### src/rtl/fft_pkg.sv
// Shared types and limits for the radix-2 butterfly sequencer.
package fft_pkg;

   typedef enum logic [3:0] {
      LD_REA  = 4'd0,
      LD_IMA  = 4'd1,
      LD_REB  = 4'd2,
      LD_IMB  = 4'd3,
      LD_REW  = 4'd4,
      LD_IMW  = 4'd5,
      MUL     = 4'd6,
      CAL     = 4'd7,
      DSP_REY = 4'd8,
      DSP_IMY = 4'd9,
      DSP_REZ = 4'd10,
      DSP_IMZ = 4'd11
   } bfly_state_t;

   localparam int BFLY_N_OPERANDS     = 6;
   localparam int BFLY_MUL_CYCLES_MAX = 15;

endpackage

### src/rtl/fft_press_detect.sv
// Turns the push-button level into a one-cycle press pulse.
// FFT_READY_SYNC_EN adds a two-flop synchronizer ahead of the edge detector.
module fft_press_detect (
   input  logic Clock,
   input  logic nReset,
   input  logic ReadyIn,
   output logic press
);

   logic ready_s;
   logic prev_q, prev_d;
   logic press_q, press_d;

`ifdef FFT_READY_SYNC_EN
   logic sync1_q, sync2_q;

   // Synchronizer flops; reset high so a held button looks already pressed.
   always_ff @(posedge Clock or negedge nReset) begin
      if (!nReset) begin
         sync1_q <= 1'b1;
         sync2_q <= 1'b1;
      end else begin
         sync1_q <= ReadyIn;
         sync2_q <= sync1_q;
      end
   end

   assign ready_s = sync2_q;
`else
   assign ready_s = ReadyIn;
`endif

   // Rising-edge detection on the (optionally synchronized) level.
   always_comb begin
      prev_d  = ready_s;
      press_d = ready_s & ~prev_q;
   end

   // History resets to 1 so a button held through reset is not a press.
   always_ff @(posedge Clock or negedge nReset) begin
      if (!nReset) begin
         prev_q  <= 1'b1;
         press_q <= 1'b0;
      end else begin
         prev_q  <= prev_d;
         press_q <= press_d;
      end
   end

   assign press = press_q;

endmodule

### src/rtl/fft_bfly_sequencer.sv
// Butterfly control sequencer: six operand loads, multiply, add/sub, four result displays.
// Build option FFT_READY_SYNC_EN synchronizes ReadyIn inside fft_press_detect.
module fft_bfly_sequencer
   import fft_pkg::*;
#(
   parameter int MUL_CYCLES = 2
) (
   input  logic       Clock,
   input  logic       nReset,
   input  logic       ReadyIn,
   output logic       load_Rea,
   output logic       load_Ima,
   output logic       load_Reb,
   output logic       load_Imb,
   output logic       load_Rew,
   output logic       load_Imw,
   output logic       mul_en,
   output logic       cal_en,
   output logic       display_Rey,
   output logic       display_Imy,
   output logic       display_Rez,
   output logic       display_Imz,
   output logic       busy,
   output logic [3:0] phase
);

   localparam int MUL_CLAMPED = (MUL_CYCLES > BFLY_MUL_CYCLES_MAX) ? BFLY_MUL_CYCLES_MAX :
                                ((MUL_CYCLES < 1) ? 1 : MUL_CYCLES);
   localparam logic [3:0] MUL_LOAD = 4'(MUL_CLAMPED);

   logic                       press_s;
   logic [BFLY_N_OPERANDS-1:0] load_s;
   bfly_state_t                state_q, state_d;
   logic [3:0]                 cnt_q, cnt_d;
   logic                       mul_en_q, mul_en_d;
   logic                       cal_en_q, cal_en_d;
   logic                       busy_q, busy_d;
   logic [3:0]                 disp_q, disp_d;
   logic [3:0]                 phase_q, phase_d;

   fft_press_detect u_press (
      .Clock   (Clock),
      .nReset  (nReset),
      .ReadyIn (ReadyIn),
      .press   (press_s)
   );

   // Next-state and multiply counter; presses outside LD/DSP states are dropped.
   always_comb begin
      state_d = state_q;
      cnt_d   = cnt_q;
      case (state_q)
         LD_REA, LD_IMA, LD_REB, LD_IMB, LD_REW, DSP_REY, DSP_IMY, DSP_REZ: begin
            if (press_s) state_d = bfly_state_t'(state_q + 4'd1);
            else         state_d = state_q;
         end
         LD_IMW: begin
            if (press_s) begin
               state_d = MUL;
               cnt_d   = MUL_LOAD;
            end else begin
               state_d = state_q;
            end
         end
         MUL: begin
            if (cnt_q == 4'd1) state_d = CAL;
            else               cnt_d   = cnt_q - 4'd1;
         end
         CAL:     state_d = DSP_REY;
         DSP_IMZ: begin
            if (press_s) state_d = LD_REA;
            else         state_d = state_q;
         end
         default: state_d = LD_REA;
      endcase
   end

   // Level outputs are decoded from the next state so they leave a flop.
   always_comb begin
      mul_en_d = (state_d == MUL);
      cal_en_d = (state_d == CAL);
      busy_d   = mul_en_d | cal_en_d;
      phase_d  = state_d;
      case (state_d)
         DSP_REY: disp_d = 4'b0001;
         DSP_IMY: disp_d = 4'b0010;
         DSP_REZ: disp_d = 4'b0100;
         DSP_IMZ: disp_d = 4'b1000;
         default: disp_d = 4'b0000;
      endcase
   end

   // Load strobes: one per press, only in the matching operand state.
   always_comb begin
      load_s = {BFLY_N_OPERANDS{1'b0}};
      case (state_q)
         LD_REA, LD_IMA, LD_REB, LD_IMB, LD_REW, LD_IMW: begin
            if (press_s) load_s = 6'b000001 << state_q;
            else         load_s = {BFLY_N_OPERANDS{1'b0}};
         end
         default: load_s = {BFLY_N_OPERANDS{1'b0}};
      endcase
   end

   // State, counter and registered outputs.
   always_ff @(posedge Clock or negedge nReset) begin
      if (!nReset) begin
         state_q  <= LD_REA;
         cnt_q    <= 4'd0;
         mul_en_q <= 1'b0;
         cal_en_q <= 1'b0;
         busy_q   <= 1'b0;
         disp_q   <= 4'b0000;
         phase_q  <= 4'd0;
      end else begin
         state_q  <= state_d;
         cnt_q    <= cnt_d;
         mul_en_q <= mul_en_d;
         cal_en_q <= cal_en_d;
         busy_q   <= busy_d;
         disp_q   <= disp_d;
         phase_q  <= phase_d;
      end
   end

   assign load_Rea    = load_s[0];
   assign load_Ima    = load_s[1];
   assign load_Reb    = load_s[2];
   assign load_Imb    = load_s[3];
   assign load_Rew    = load_s[4];
   assign load_Imw    = load_s[5];
   assign mul_en      = mul_en_q;
   assign cal_en      = cal_en_q;
   assign busy        = busy_q;
   assign display_Rey = disp_q[0];
   assign display_Imy = disp_q[1];
   assign display_Rez = disp_q[2];
   assign display_Imz = disp_q[3];
   assign phase       = phase_q;

endmodule

### config.mk
export PLATFORM = sky130hd
export DESIGN_NAME = fft_bfly_sequencer
export DESIGN_NICKNAME = d
export VERILOG_FILES = /design/src/rtl/fft_pkg.sv /design/src/rtl/fft_press_detect.sv /design/src/rtl/fft_bfly_sequencer.sv
export SDC_FILE = /design/constraint.sdc
export NUM_CORES = 1
export LEC_CHECK = 0
export BUFFER_PORTS_ARGS = -buffer_cell sky130_fd_sc_hd__clkbuf_2
export CAP_MARGIN = 20
export CORE_ASPECT_RATIO = 0.5
export CORE_UTILIZATION = 30
export DETAILED_ROUTE_END_ITERATION = 6
export GPL_ROUTABILITY_DRIVEN = 0
export HOLD_SLACK_MARGIN = 0.06
export PLACE_DENSITY_LB_ADDON = 0.3
export SKIP_CTS_REPAIR_TIMING = 1
export SYNTH_ARGS = -nofsm -noshare
export SYNTH_HDL_FRONTEND = slang
export SYNTH_SLANG_ARGS = --single-unit
### constraint.sdc
create_clock -name Clock -period 2.6 [get_ports Clock]
set_input_delay 0.26 -clock Clock [delete_from_list [all_inputs] [get_ports Clock]]
set_output_delay 0.26 -clock Clock [all_outputs]
set_load 0.01 [all_outputs]
---- Yosys cells after proc, flatten, opt, wreduce, memory -nomap -nowiden ----
Index checks and enable logic that the tools add are counted.
storage, ports and cells
  output and inout port bits .............. 17
  word-level logic and storage cells ...... 50
  input port bits ......................... 3
  flip-flop bits (word level) ............. 17
operators by class
  add/subtract/negate cells ............... 2
  equality and inequality tests ........... 20
  shift-type cells ........................ 1
  reductions and logical operators ........ 5
  bitwise logic cells ..................... 3
  muxes and demuxes ....................... 11
operators by type and width
  cell                 number
  $eq 4x4->1 const B   8
  $eq 4x3->1 const B   6
  $mux 4               6
  $pmux 4 s5           1
  $pmux 4 s4           1
  $mux 6               2
  $eq 4x1->1 const B   2
  $eq 4x2->1 const B   2
  $pmux 4 s2           1
  $reduce_or 8->1      1
  $reduce_or 6->1      1
  $shl 1x4->6 const A  1
  $add 4x1->4 const B  1
  $logic_not 4->1      1
  $sub 4x1->4 const B  1
  $reduce_and 3->1     1
  $ne 2x1->1 const B   1
  $ne 2x2->1 const B   1
  $reduce_bool 2->1    1
  $and 1x1->1          1
  $not 1->1            1
  $or 1x1->1           1

---- Logic depth before layout (Yosys ltp) ----
Gate-level depths: netlist (run 1).
  depth after elaboration ................. 5
  depth in mapped cells ................... 8

---- Modules after synthesis ----
From an unflattened synthesis (run 1), not the netlist that was laid out.
second synthesis, totals
  cell total of the unflattened synthesis .. 109
  area total of the unflattened synthesis .. 1,028.5 sq um
modules (own cells, without submodules)
  module              times used  cells each  area each (sq um)  seq. area each (sq um)
  fft_bfly_sequencer  1           106         963.4              375.4
  fft_press_detect    1           3           65.1               51.3

---- Least setup slack after synthesis (run 1) ----
No wires, ideal clock.
  path type ............................... flip-flop to flip-flop
  start ................................... reg phase[0] (netlist name)
  end ..................................... reg cal_en_q, in the netlist cal_en
  path buffers ............................ 0
  arrival time ............................ 1.844 ns
  stages on the path, launching flop included .. 6
  clock period less this slack ............ 1.924 ns
  library setup time ...................... 0.080 ns
  path slack .............................. 0.676 ns
  path through ............................ dfrtp_1 -> ha_1 -> ha_1 -> a221o_1 -> a211o_1 -> nor3b_2
RTL lines
  item                  RTL line                   text
  to (signal assigned)  fft_bfly_sequencer.sv:119  cal_en_q <= cal_en_d;
  to (decl)             fft_bfly_sequencer.sv:36   logic cal_en_q, cal_en_d;

==> results.cfg, run 1 <==
[timing]
worst_slack_ns = 0.528
max_freq_mhz = 483
fin_tns_setup_ns = 0
drv_slew = 0
finalCriticalPeriod_ns = 2.07
hold-worst-slack_ns = 0.0984
finalHoldViolations = 0
worstMarginPinSlew_ns = 0.726
clock-skew-final_ns = 0.000571
setup_violations = 0
slew_headroom_pct = 51.5
timing.final.crit_share_pct = 79.7
rsz0062_at_grt = false

[global_routing]
grt_pass1_vias = 785
grt_use_total_pct = 12.6
grt_max_degree = 18
grt.overflow.total = 0
grt_pass1_wl_um = 3540
antenna_found_initial = 0

[worst_setup_path]
startpoint = phase[2]
crit_family = compound AO/OA/AOI/OAI gates
path_cells = clkinv_1 > ha_1 > a221o_1 > a211o_1 > nor3b_2
cp-start-kind = flop
critical_path_depth = 5
ff2ff_path_depth = 5
cp.arrival_ns = 2.25
endpoint_kind = flop
critPathRequiredTime_ns = 2.78
critPathMaxFanout = 12
r2r-start = phase[2]
cp_slowest_cell = dfrtp_1
path_buf_inv = 1
critical-path-max-stage-delay_ns = 0.57
path_class = reg -> reg

[worst_hold_path]
hold_start = ReadyIn
min_path_cells = 1
hp-class = in -> reg

[yosys]
yosysSeqAreaShare_pct = 40.3
syn-instance-count = 103
ys_types = 39
synth_warnings = 0
synth_area_leaders = dfrtp_1 (38%), ha_1 (9.4%), buf_6 (3.2%)
ys_ff_latch = 17
synth_area_um2 = 1060
synth.most_common_cell = dfrtp_1
postSynthAreaPerCell_um2 = 10.3
synth_edf_count = 0
synth_ff_type = dfrtp_1
synthArstFlopShare_pct = 100
synth.top_cells.by_count = dfrtp_1 (16), ha_1 (8), nor2_1 (8)
synth_nets = 114
synth_top_cell_by_area = dfrtp_1
synth_top_area_share_pct = 37.8

[die]
dieArea_um2 = 3790
die_h_um = 44.0
chipWidth_um = 86.1
rows = 14
io_pins = 20
core_um2 = 3170
start_util_pct = 33.4

[clock_network]
cts.root.buffer_cell = clkbuf_8
path_clk_slew_ns = 0.06
clock-sinks = 17
cts_buffer_depth = 2
clk_latency_ns = 0.25
cts_buffers = 3
htreeDepth = 1
cts_tree = built

[status]
status = complete, no violations

[detailed_routing]
routedWlPerCell_um = 12.4
num_vias = 775
via_per_inst = 4.53
drtAntennaViolNets = 0
firstDrtPassIters = 4
drt_iter0_markers = 30
drc = 0
routed_wl_um = 2120

[cells_and_area]
syn_to_final_growth_pct = 16.3
instances_no_fill = 171
nets = 135
drive_above_1_share_pct = 29.3
num_antenna_cells = 0
num-fill-cells = 325

[place]
port_buffers = 19
place_inst = 166
pre_cts_ws_ns = 0.555
dp_hpwl_um = 1560

[power]
power.leakage_nw = 0.606
vdd_drop_max_uv = 395
p_per_area_nw_per_um2 = 1080

[run]
drv_cap = 0
layout by cell type, fill, tap and decap left out, drive strengths merged, types with 2 or more instances in the layout:
cell,Yosys,layout
clkbuf,0,22
dfrtp,16,16
nor2,9,9
ha,8,8
inv,8,8
o21ai,6,6
nand2,5,5
nor3,5,5
nor3b,5,5
and2,4,4
xor2,3,3
and3,3,3
a21oi,3,3
nor2b,3,3
and2b,2,2
mux2i,2,2
o211ai,2,2
clkinv,1,2
sequential cells by signal (all words and copies together), names as in the netlist:
register        count
cal_en              1
disp_q              4
busy                1
cnt_q               4
mul_en              1
u_press.prev_q      1
u_press.press       1
phase               4
cells by family (layout without fill, tap and decap cells):
logic type / count (synthesis) / in the layout / synth area share, %
AOI/OAI and AO/OA: 18 / 18 / 13.9
DFF: 17 / 17 / 40.3
muxes: 2 / 2 / 1.89
xor gates and xnor gates: 3 / 3 / 2.48
and+or+nand+nor: 42 / 42 / 25.1
buffers and inverters: 13 / 33 / 6.85
adders and majority gates: 8 / 8 / 9.45
metal layers:
layer  track usage [%]  routed length [µm]
met5                 0                   0
met4              4.33                  21
met3              4.48                  58
met2              21.6                1010
met1              15.0                1030
layout make-up:
class / count / area, µm² / share of cell area [%]
clock buffers: 3 / 41.3 / 3.35
multi-input cells: 73 / 561 / 45.5
well taps: 48 / 60.1 / 4.87
repair buffers: 20 / 105 / 8.53
clock inverters: 1 / 5.00 / 0.406
flip-flops and latches: 17 / 427 / 34.6
inverters: 9 / 33.8 / 2.74
worst paths after layout:
kind                                  endpoint  slack [ns]
worst max register to register          cal_en        0.53
worst min-delay path            u_press.prev_q         0.1
worst max-delay path                    cal_en        0.53
worst min register to register   u_press.press        0.49
max in group asynchronous       u_press.prev_q        1.80
min in group asynchronous             cnt_q[0]        0.47
per-stage QoR:
| stage | area [µm²] | total power, W | utilization (%) |
|---|---|---|---|
| floorplan | 1060 | 0.000993 | - |
| global placement | 1180 | 0.00113 | 37.1 |
| detailed placement | 1180 | 0.00114 | 37.1 |
| CTS | 1220 | 0.00134 | 38.6 |
| global route | 1230 | 0.00144 | 38.9 |
| finish | 1230 | 0.00133 | 38.9 |
power breakdown:
group | switching, W | internal [W] | total, W | leakage (nW)
clock | 0.0000903 | 0.000106 | 0.000197 | 0.0255
combinational | 0.000409 | 0.000288 | 0.000697 | 0.361
sequential | 0.0000967 | 0.000341 | 0.000438 | 0.220
(Power assumes the default switching activity.)
==> run 2: changes to the inputs <==
==> constraint.sdc (replaced) <==
create_clock -name Clock -period 1.8 [get_ports Clock]
set_input_delay 0.18 -clock Clock [delete_from_list [all_inputs] [get_ports Clock]]
set_output_delay 0.18 -clock Clock [all_outputs]
set_load 0.01 [all_outputs]
==> run 2 against run 1 <==
The run now ends with setup timing left. Sequential power up 40%. Cell count is 9.4% higher. Combinational power is 110% higher. Register-to-register slack worse by 0.56 ns. First-iteration DRC count rose by 97%.
==> results.cfg, run 2 (synthesis results as in run 1) <==
[timing]
clock-skew-final_ns = 0.00335
finalCriticalPeriod_ns = 1.83
setup_violations = 2
hold-worst-slack_ns = 0.394
drv_slew = 0
worst_slack_ns = -0.0341
max_freq_mhz = 545
worstMarginPinSlew_ns = 0.433
rsz0062_at_grt = true
slew_headroom_pct = 71.1
timing.final.crit_share_pct = 102
finalHoldViolations = 0

[die]
chipWidth_um = 86.1
die_h_um = 44.0
rows = 14
start_util_pct = 33.4
io_pins = 20
core_um2 = 3170
dieArea_um2 = 3790

[power]
p_per_area_nw_per_um2 = 1590
power.leakage_nw = 0.694
total_power_w = 0.00236
vdd_drop_max_uv = 616

[clock_network]
clock-sinks = 17
cts_tree = built
cts_buffer_depth = 2
cts_buffers = 3
path_clk_slew_ns = 0.07
clk_latency_ns = 0.25
cts.root.buffer_cell = clkbuf_8
htreeDepth = 1

[detailed_routing]
drtAntennaViolNets = 0
via_per_inst = 4.69
drt_iter0_markers = 59
firstDrtPassIters = 4
routedWlPerCell_um = 12.4
drc = 0
num_vias = 877
routed_wl_um = 2330

[status]
status = complete, but fails checks
violations = setup timing

[worst_hold_path]
hp-class = in -> async

[worst_setup_path]
r2r_setup_slack_ns = -0.03
path_class = reg -> reg
cp.arrival_ns = 2.01
endpoint_kind = flop
critPathRequiredTime_ns = 1.98
cp-start-kind = flop
critPathMaxFanout = 5

[cells_and_area]
num_antenna_cells = 0
nets = 151
drive_above_1_share_pct = 48.2
design_area_um2 = 1480
final_cell_mix = clkbuf_2 (18), dfrtp_1 (14), buf_4 (11)
final_common_cell = clkbuf_2
syn_to_final_growth_pct = 39.6
num-fill-cells = 301

[global_routing]
grt_pass1_wl_um = 3880
antenna_found_initial = 0
grt_max_degree = 18
grt_pass1_vias = 834
grt_use_total_pct = 13.2
grt.overflow.total = 0

[place]
placed_cell_area_um2 = 1290
port_buffers = 19
dp_hpwl_um = 1700

[run]
drv_cap = 0
[run 2: changes by cell type in the layout (fill, tap and decap cells not counted), sizes merged]
cell and change:
buf +16, dlygate4sd3 +1, inv +1, clkinvlp +1
clkinv -2, clkbuf -1
[run 2: worst paths after layout]
check,from,depth (start not counted),to
max in group asynchronous,nReset,2,u_press.prev_q
setup / recovery,phase[0],5,cal_en
hold reg to reg,u_press.prev_q,1,u_press.press
hold / removal,nReset,2,cal_en
setup reg to reg,phase[0],5,cal_en
min in group Clock,u_press.prev_q,1,u_press.press
[run 2: report_power, final]
group	internal (W)	switching, W
Clock	0.000156	0.000135
Combinational	0.000704	0.000747
Sequential	0.000497	0.000118
[run 2: final cells by class]
cell class                 instances  area, µm²  share of cell area [%]
clock buffer                       3       41.3                    2.79
timing repair buffer              36        251                    17.0
sequential                        17        429                    29.0
clock inverter                     1       7.51                   0.508
multi-input combinational         73        653                    44.2
tap                               48       60.1                    4.06
inverter                           9       36.3                    2.45
[run 2: metal layers]
layer	vias up	wire length, µm	track usage, %
met5	-	0	0
met1	437	1110	17.7
li1	431	-	-
met3	0	59	3.54
met2	9	1160	21.7
met4	0	0	2.67
[run 2: stage by stage]
step | utilization, % | std cells | setup TNS [ns] | setup slack, ns
after floorplan | - | 103 | 0 | 0.000852
after global placement | 40.8 | 179 | 0 | 0.0144
after detailed placement | 40.8 | 179 | -0.0254 | -0.0200
after CTS | 42.3 | 183 | -0.146 | -0.0400
after global routing | 46.6 | 187 | -0.566 | -0.119
final | 46.6 | 187 | -0.0661 | -0.0341
[run 2: critical path, stage by stage (launching register included)]
cell     delay (ns)
dfrtp_2        0.48
ha_4           0.20
ha_4           0.20
a221o_1        0.37
a211o_1        0.34
nor3b_2        0.16
